===== src/rtl/rx_align_pkg.sv =====
// Shared types and constants for the receive word aligner.
package rx_align_pkg;

    typedef enum logic [2:0] {
        StIdle,
        StCompare,
        StSlip,
        StWait,
        StLocked,
        StError
    } align_state_e;

    localparam logic [7:0] DefaultTrainPattern = 8'hC5;

    // Width of the total slip counter (saturates at all-ones).
    localparam int unsigned SlipCntW = 4;

    // Per-orientation slip counter and the slip limit within one orientation.
    localparam int unsigned                OrientCntW    = 3;
    localparam logic [OrientCntW-1:0]      OrientSlipMax = 3'd7;

endpackage


===== src/rtl/rx_align_pattern_cmp.sv =====
// Combinational training-word compare with optional 8-bit reversal of the input word.
module rx_align_pattern_cmp
    import rx_align_pkg::*;
#(
    parameter logic [7:0] PATTERN = DefaultTrainPattern
) (
    input  logic [7:0] data,
    input  logic       rev,
    output logic       match
);

    logic [7:0] data_rev;

    // Bit-reverse the word (bit 0 <-> bit 7, ...).
    always_comb begin
        data_rev = '0;
        for (int i = 0; i < 8; i++) begin
            data_rev[i] = data[7-i];
        end
    end

    assign match = ((rev ? data_rev : data) == PATTERN);

endmodule


===== src/rtl/rx_word_align_ctrl.sv =====
// Receive lane word aligner: compares deserialized words against a training pattern and
// issues single-cycle bitslip pulses until enough consecutive valid matches give lock.
// Build option: define RX_WORD_ALIGN_REV_SEARCH_EN to retry every slip position against
// the bit-reversed word once the normal orientation is exhausted.
module rx_word_align_ctrl
    import rx_align_pkg::*;
#(
    parameter logic [7:0]  TRAIN_PATTERN = DefaultTrainPattern,
    parameter int unsigned MATCH_COUNT   = 16,
    parameter int unsigned SLIP_WAIT     = 4
) (
    input  logic                SCLK,
    input  logic                RESET,
    input  logic                TRAIN_START,
    input  logic [7:0]          RX_DATA,
    input  logic                RX_VALID,
    output logic                BITSLIP,
    output logic                ALIGN_DONE,
    output logic                ALIGN_ERR,
    output logic [SlipCntW-1:0] SLIP_CNT,
    output logic                REV_SEL
);

    align_state_e          state_q, state_d;
    logic [7:0]            match_cnt_q;
    logic [OrientCntW-1:0] orient_cnt_q;
    logic [SlipCntW-1:0]   slip_cnt_q;
    logic [3:0]            wait_cnt_q;
    logic                  rev_q;
    logic                  rev_switch_q;
    logic                  word_match;
    logic                  rev_search_ok;
    logic                  orient_done;
    logic                  last_match;

    rx_align_pattern_cmp #(
        .PATTERN (TRAIN_PATTERN)
    ) u_cmp (
        .data  (RX_DATA),
        .rev   (rev_q),
        .match (word_match)
    );

`ifdef RX_WORD_ALIGN_REV_SEARCH_EN
    assign rev_search_ok = ~rev_q;
`else
    assign rev_search_ok = 1'b0;
`endif

    assign orient_done = (orient_cnt_q == OrientSlipMax);
    assign last_match  = (match_cnt_q == 8'(MATCH_COUNT - 1));

    // State register.
    always_ff @(posedge SCLK) begin
        if (RESET) begin
            state_q <= StIdle;
        end else begin
            state_q <= state_d;
        end
    end

    // Next-state decision; TRAIN_START overrides whatever the current state decided.
    always_comb begin
        state_d = state_q;
        case (state_q)
            StIdle: ;
            StCompare: begin
                if (RX_VALID) begin
                    if (word_match) begin
                        if (last_match) state_d = StLocked;
                    end else if (!orient_done || rev_search_ok) begin
                        state_d = StSlip;
                    end else begin
                        state_d = StError;
                    end
                end
            end
            StSlip:   state_d = StWait;
            StWait:   if (wait_cnt_q == 4'd0) state_d = StCompare;
            StLocked: ;
            StError:  ;
            default:  state_d = StIdle;
        endcase
        if (TRAIN_START) state_d = StCompare;
    end

    // Match, slip and settle counters plus compare orientation.
    // The slip that switches orientation does not count toward the new orientation, so
    // the reversed orientation gets its own full set of seven slips.
    always_ff @(posedge SCLK) begin
        if (RESET || TRAIN_START) begin
            match_cnt_q  <= '0;
            orient_cnt_q <= '0;
            slip_cnt_q   <= '0;
            wait_cnt_q   <= '0;
            rev_q        <= 1'b0;
            rev_switch_q <= 1'b0;
        end else begin
            case (state_q)
                StCompare: begin
                    if (RX_VALID) begin
                        if (word_match) begin
                            match_cnt_q <= match_cnt_q + 8'd1;
                        end else begin
                            match_cnt_q <= '0;
                            if (orient_done && rev_search_ok) begin
                                rev_q        <= 1'b1;
                                orient_cnt_q <= '0;
                                rev_switch_q <= 1'b1;
                            end
                        end
                    end
                end
                StSlip: begin
                    if (rev_switch_q) begin
                        rev_switch_q <= 1'b0;
                    end else begin
                        orient_cnt_q <= orient_cnt_q + 3'd1;
                    end
                    if (slip_cnt_q != '1) slip_cnt_q <= slip_cnt_q + 4'd1;
                    wait_cnt_q <= 4'(SLIP_WAIT - 1);
                end
                StWait: begin
                    if (wait_cnt_q != 4'd0) wait_cnt_q <= wait_cnt_q - 4'd1;
                end
                default: ;
            endcase
        end
    end

    // Outputs are pure functions of registered state.
    always_comb begin
        BITSLIP    = (state_q == StSlip);
        ALIGN_DONE = (state_q == StLocked);
        ALIGN_ERR  = (state_q == StError);
        SLIP_CNT   = slip_cnt_q;
        REV_SEL    = rev_q;
    end

endmodule


===== config.mk =====
export PLATFORM = sky130hd
export DESIGN_NAME = rx_word_align_ctrl
export DESIGN_NICKNAME = d
export VERILOG_FILES = /design/src/rtl/rx_align_pkg.sv /design/src/rtl/rx_align_pattern_cmp.sv /design/src/rtl/rx_word_align_ctrl.sv
export SDC_FILE = /design/constraint.sdc
export NUM_CORES = 1
export LEC_CHECK = 0
export CAP_MARGIN = 20
export CORE_MARGIN = 2
export CORE_UTILIZATION = 46
export DETAILED_ROUTE_END_ITERATION = 10
export PLACE_DENSITY = 0.73
export SYNTH_ARGS = -nofsm -noshare
export SYNTH_HDL_FRONTEND = slang
export SYNTH_SLANG_ARGS = --single-unit

===== constraint.sdc =====
create_clock -name SCLK -period 1.5 [get_ports SCLK]
set_input_delay 0.3 -clock SCLK [delete_from_list [all_inputs] [get_ports SCLK]]
set_output_delay 0.3 -clock SCLK [all_outputs]
set_load 0.005 [all_outputs]

==> run_results.csv, run 1 <==
group,metric,value,unit
global_routing,grt_pass1_vias,1076,
placement,dp_hpwl,1880,um
sta,hold_violations,0,
routing,wl,2710,um
sta,fin_ws,-45.0,ps
synth,synth-edff-count,0,
critical_path,end_kind,"register",
cells_and_area,register_area,459,um2
critical_path,r2r-start,"wait_cnt_q[1]",
die,core_area,2280,um2
critical_path,crit_family,"simple AND/OR/NAND/NOR gates",
die,rows,17,
critical_path,max_stage_delay,350,ps
global_routing,grt_max_degree,14,
run_status,violations,"setup timing",
die,io_pins,20,
placement,gp_congestion,0.797,
synth,async_flop_share,0,%
critical_path,crit_path_max_fanout,3,
die,die_h,53.5,um
critical_path,path_cells,"inv_2 -> ha_4 -> nor3b_4 -> buf_4 -> nor2_4 -> or3_1 -> and3_1",
routing,drcViolationCount,0,
critical_path,worstSetupEndpoint,"wait_cnt_q[0]",
critical_path,crit_path_start,"wait_cnt_q[1]",
synth,synth.avg_cell_area,8.89,um2
cells_and_area,multi_input_area,773,um2
cells_and_area,fillers,152,
clock_tree,cts_buffers,3,
global_routing,gr-usage-all-layers,22.5,%
sta,tns,-71.2,ps
routing,vias,1089,
sta,period_minus_slack,1550,ps
critical_path,crit_path_top_delay_cell,"dfxtp_2",
flow_run,drv_cap,0,
routing,ant_nets,0,
routing,first_iter_violations,24,
run_status,status,"finished with violations",
synth,ys.flop_type,"dfxtp_1",
clock_tree,clockBufferDepth,2,
critical_path,reg2reg_to,"wait_cnt_q[0]",
pwr,peakVddDrop,0.471,mV
synth,ys_seq_elements,22,
placement,portBuffers,18,
min_path,min_from,"match_cnt_q[1]",
global_routing,antenna_found_initial,0,
die,initial_core_util,49.6,%
min_path,hold_path_class,"reg2reg",
critical_path,cp.arrival,1760,ps
critical_path,ff2ff_path_depth,7,
clock_tree,clockRootBuffer,"clkbuf_4",
critical_path,required,1720,ps
clock_tree,cts_tree,"done",
critical_path,critical_path_depth,7,
clock_tree,cts_hold_buffers,0,
clock_tree,clk_pin_slew_worst_paths,120,ps
synth,seq_area_frac_synth,39.0,%
synth,yosys.cell_types.count,40,
sta,maxClockFrequency,0.647,GHz
die,die_x,53.5,um
cells_and_area,syn_to_final_growth,47.3,%
synth,syn_inst,127,
routing,firstDrtPassIters,4,
global_routing,grt_pass1_wl,4660,um
cells_and_area,final_core_util,73.1,%
clock_tree,clk_latency,310,ps
synth,yosys_warnings,0,
sta,rsz0062_at_grt,"true",
synth,syn_area,1130,um2
clock_tree,cts.sinks,22,
synth,syn_nets,144,
cells_and_area,nets,188,
critical_path,worst_setup_path_start_kind,"register",
placement,place_worst_setup_slack,-357,ps
pwr,powerDensity,589,nW/um2
clock_tree,htree_levels,1,
cells_and_area,final_common_cell,"buf_4",
sta,finalClockSkew,8.58,ps
routing,routedWlPerCell,13.7,um
sta,post-route-period-util,103,%
sta,finalSetupViolations,4,
routing,vias_per_cell,5.53,
cells_and_area,diodes,0,
cells_and_area,layout-drive-gt1-share,35.5,%
pwr,leakagePower,0.646,nW
die,die_area,2870,um2
cells_and_area,final_cell_mix,"buf_4 (25), nor2_1 (13), clkdlybuf4s50_1 (13), dfxtp_1 (13), nand2_1 (9)",
sta,slew_violations,0,
cells_and_area,stdcell_count,197,
placement,dp_cells,187,
critical_path,worstSetupPathType,"reg2reg",
critical_path,r2r_setup_slack,-50,ps
critical_path,critPathBufInv,2,
global_routing,gr-total-overflow,0,
==> cells by family (layout without fill, tap and decap cells) <==
group | count (synthesis) | after routing | synth area share, %
adders and majority gates | 5 | 5 | 5.54
AOI/OAI and AO/OA | 14 | 14 | 8.43
buffers and inverters | 9 | 51 | 3.55
other | 1 | 1 | 0.332
xor gates and xnor gates | 11 | 11 | 8.54
muxes | 3 | 3 | 2.66
and+or+nand+nor | 62 | 62 | 31.9
DFF | 22 | 22 | 39.0
==> cells in the mapped netlist (all sizes together), types with 2 or more instances <==
cell / count / area share, %
dfxtp: 22 / 39
nor2: 14 / 4.7
nand2: 9 / 3.0
nor3: 7 / 3.1
xnor2: 6 / 4.7
ha: 5 / 5.5
inv: 5 / 1.7
nand3: 5 / 2.2
nor3b: 5 / 4.2
xor2: 5 / 3.9
a21oi: 4 / 1.8
and3: 4 / 2.2
nand4: 4 / 2.2
buf: 3 / 1.6
mux2i: 3 / 2.7
or3: 3 / 1.7
nor4bb: 2 / 1.8
==> report_power, final <==
| part | leakage [nW] | internal [mW] | total (mW) | switching, mW |
|---|---|---|---|---|
| sequential | 0.183 | 0.584 | 0.593 | 0.00899 |
| combinational | 0.449 | 0.0693 | 0.118 | 0.0483 |
| clock | 0.0138 | 0.0939 | 0.268 | 0.174 |
| total | 0.646 | 0.747 | 0.979 | 0.231 |
==> worst min-delay path, cell delays in order, from the launching register on <==
cell     delay [ps]
dfxtp_1         340
nand2_1          60
a21oi_1          50
==> final cells by class <==
cell class | instances | share of cell area [%]
multi-input combinational | 96 | 46.5
sequential | 22 | 27.6
timing repair buffer | 43 | 21.3
tap | 28 | 2.11
clock buffer | 3 | 1.35
inverter | 5 | 1.13
==> per-stage QoR <==
step                hold slack [ps]  power [mW]  instance area, um2
floorplan                       449       0.646                1130
global placement                469       0.700                1460
detailed placement              481       0.702                1460
CTS                             492       0.974                1570
global route                    522        1.01                1660
finish                          493       0.979                1660
==> registers in the layout, indices dropped and copies added (netlist names) <==
signal        count
SLIP_CNT          4
state_q           3
orient_cnt_q      3
wait_cnt_q        4
match_cnt_q       8
==> worst min path at each step <==
| stage | endpoint | cells after the start |
|---|---|---|
| 3_3_place_gp | match_cnt_q[1] | 2 |
| 5_1_grt | match_cnt_q[1] | 2 |
| 3_5_place_dp | match_cnt_q[1] | 2 |
| 6_report | match_cnt_q[1] | 2 |
| 2_1_floorplan | match_cnt_q[1] | 2 |
| 4_1_cts | SLIP_CNT[1] | 2 |
==> timing repair <==
item | in CTS | in global routing
setup endpoints to repair | 10 | 14
gates resized for setup | 24 | 22
setup buffers | 4 | 3
pin swaps | 5 | 4
==> per-layer routing <==
layer | part of all wire, % | routed length, um | global-route usage [%] | vias up
met5 | 0 | 0 | 0 | -
met4 | 1.9 | 51 | 10.3 | 0
met3 | 5.5 | 148 | 3.61 | 7
met2 | 47 | 1270 | 37.2 | 38
met1 | 46 | 1240 | 28.6 | 506
li1 | - | - | - | 538
Note: power is estimated with default switching activity, not from simulation.
==> run 2, diff against run 1 <==
--- a/config.mk
+++ b/config.mk
@@ -9,7 +9,7 @@
 export CORE_MARGIN = 2
 export CORE_UTILIZATION = 46
 export DETAILED_ROUTE_END_ITERATION = 10
-export PLACE_DENSITY = 0.73
+export PLACE_DENSITY = 0.74
 export SYNTH_ARGS = -nofsm -noshare
 export SYNTH_HDL_FRONTEND = slang
 export SYNTH_SLANG_ARGS = --single-unit
==> run 2 against run 1 <==
- the flow still finishes with violations (setup timing)
- worst setup slack better by 24 ps
- global-route usage is 2.9 points lower
- largest cell class unchanged
- clock skew down 1.5 ps
- critical path depth fell by 1
- routed wire length shrank 3.5%
- final cell count grew 2.0%
- combinational power barely moved
- total power decreased by 0.68%
- critical endpoint is now state_q[0]
- critical path type unchanged
- worst hold slack worse by 14 ps
==> run_results.csv, run 2 (same netlist as run 1, synthesis figures left out) <==
group,metric,value,unit
run_status,status,"finished with violations",
run_status,violations,"setup timing",
critical_path,cp.arrival,1710,ps
sta,hold_violations,0,
pwr,peakVddDrop,0.569,mV
clock_tree,clk_pin_slew_worst_paths,110,ps
critical_path,path_cells,"inv_2 -> ha_4 -> nor3b_4 -> o22ai_2 -> a31o_1 -> o311a_1",
critical_path,ff2ff_path_depth,6,
clock_tree,cts_buffers,3,
global_routing,grt_pass1_vias,993,
critical_path,r2r-start,"wait_cnt_q[1]",
pwr,switching_power,219,uW
cells_and_area,diodes,0,
min_path,hold_depth,2,
cells_and_area,fillers,167,
sta,slew_violations,0,
routing,drcViolationCount,0,
routing,route.met2.wl,1240,um
cells_and_area,stdcell_count,201,
pwr,leakagePower,0.673,nW
cells_and_area,largest_register_ffs,8,
critical_path,end_kind,"register",
pwr,swShare,22.6,%
clock_tree,clockBufferDepth,2,
placement,dp_cells,188,
routing,wl,2610,um
sta,period_minus_slack,1520,ps
placement,place_worst_setup_slack,-380,ps
routing,first_iter_violations,15,
routing,routedWlPerCell,13.0,um
sta,whs,480,ps
cells_and_area,final_common_cell,"buf_4",
min_path,min_from,"SLIP_CNT[1]",
sta,maxClockFrequency,0.657,GHz
critical_path,required,1690,ps
sta,post-route-period-util,101,%
critical_path,worst_setup_path_start_kind,"register",
clock_tree,cts_tree,"done",
min_path,worstHoldEndpoint,"SLIP_CNT[1]",
sta,finalSetupViolations,2,
routing,met3RoutedLength,100,um
placement,portBuffers,18,
die,io_pins,20,
die,die_area,2870,um2
die,core_area,2280,um2
die,rows,17,
routing,wl_met1,1230,um
sta,fin_ws,-21.5,ps
routing,firstDrtPassIters,4,
global_routing,gr-total-overflow,0,
critical_path,reg2reg_to,"state_q[0]",
pwr,pwr-share-clk,26.4,%
pwr,p_seq_share,61.2,%
die,die_h,53.5,um
routing,ant_nets,0,
critical_path,max_stage_delay,340,ps
cells_and_area,max_flop_register,"match_cnt_q",
critical_path,r2r_setup_slack,-20,ps
clock_tree,clk_latency,300,ps
routing,top_layer,"met4",
die,die_x,53.5,um
die,initial_core_util,49.6,%
placement,gp_congestion,0.738,
cells_and_area,syn_to_final_growth,49.6,%
critical_path,worstSetupPathType,"reg2reg",
flow_run,drv_cap,0,
clock_tree,cts.sinks,22,
cells_and_area,final_cell_mix,"buf_4 (28), clkdlybuf4s50_1 (14), nor2_1 (13), dfxtp_1 (13), nand2_1 (9)",
critical_path,crit_path_top_delay_cell,"dfxtp_2",
clock_tree,htree_levels,1,
global_routing,gr-usage-all-layers,19.6,%
cells_and_area,layout-drive-gt1-share,35.8,%
global_routing,antenna_found_initial,0,
pwr,combPwrFrac,12.3,%
cells_and_area,final_core_util,74.2,%
cells_and_area,nets,192,
sta,finalClockSkew,7.07,ps
routing,vias_per_cell,5.31,
sta,rsz0062_at_grt,"true",
critical_path,crit_path_max_fanout,3,
clock_tree,clockRootBuffer,"clkbuf_4",
min_path,hold_path_class,"reg2reg",
global_routing,grt_max_degree,12,
global_routing,grt_pass1_wl,4100,um
pwr,powerDensity,576,nW/um2
placement,dp_hpwl,1860,um
routing,vias,1068,
pwr,p_int,753,uW
## run 2: changes by cell type in the layout (fill, tap and decap cells not counted), sizes merged
cell and change:
buf +4, clkbuf -1, clkdlybuf4s15 +1, clkdlybuf4s50 +1, dlygate4sd2 -1
## run 2: layer usage
layer,GRT usage [%],vias up
met5,0,-
met4,7.69,0
met3,3.33,5
met2,33.5,23
met1,24.4,495
li1,-,545
## run 2: stage by stage
step	power, mW	area, um2	setup TNS (ps)
finish	0.972	1690	-33.4
global route	1.01	1690	-226
CTS	0.968	1610	-62.3
detailed placement	0.702	1470	-3210
global placement	0.700	1470	-2530
floorplan	0.646	1130	0
## run 2: power by group through the flow
| stage | clock network (mW) | registers, mW | logic, mW |
|---|---|---|---|
| floorplan | 0 | 0.605 | 0.0416 |
| global placement | 0 | 0.606 | 0.0939 |
| detailed placement | 0 | 0.607 | 0.0952 |
| CTS | 0.262 | 0.594 | 0.112 |
| global route | 0.285 | 0.596 | 0.131 |
| finish | 0.257 | 0.595 | 0.120 |
## run 2: worst max-delay path, delay by kind of cell, from the launching register on
kind / cells / cell delay, ps
simple gates: 1 / 250
compound gates: 3 / 620
fa+ha+maj: 1 / 140
flops: 1 / 340
buf+inv: 1 / 70
## run 2: repair_timing
action / 4_1_cts / 5_1_grt
resized for setup: 26 / 16
setup endpoints to repair: 9 / 17
hold buffers: 0 / 0
pin swaps: 5 / 5
setup buffers: 5 / 5
## run 2: worst max-delay path by stage
stage	startpoint	to	slack [ps]
final	wait_cnt_q[1]	state_q[0]	-20
after global routing	wait_cnt_q[1]	state_q[0]	-80
after CTS	state_q[1]	ALIGN_ERR	-30
after detailed placement	RX_DATA[2]	state_q[0]	-380
after global placement	RX_DATA[6]	state_q[0]	-310
after floorplan	wait_cnt_q[0]	state_q[0]	8
## run 2: cell type report
class | instances | area (um2) | area share (%)
tap | 28 | 35.0 | 2.08
sequential | 22 | 457 | 27.1
clock buffer | 3 | 22.5 | 1.33
timing repair buffer | 47 | 394 | 23.4
multi-input combinational | 96 | 761 | 45.1
inverter | 5 | 18.8 | 1.11
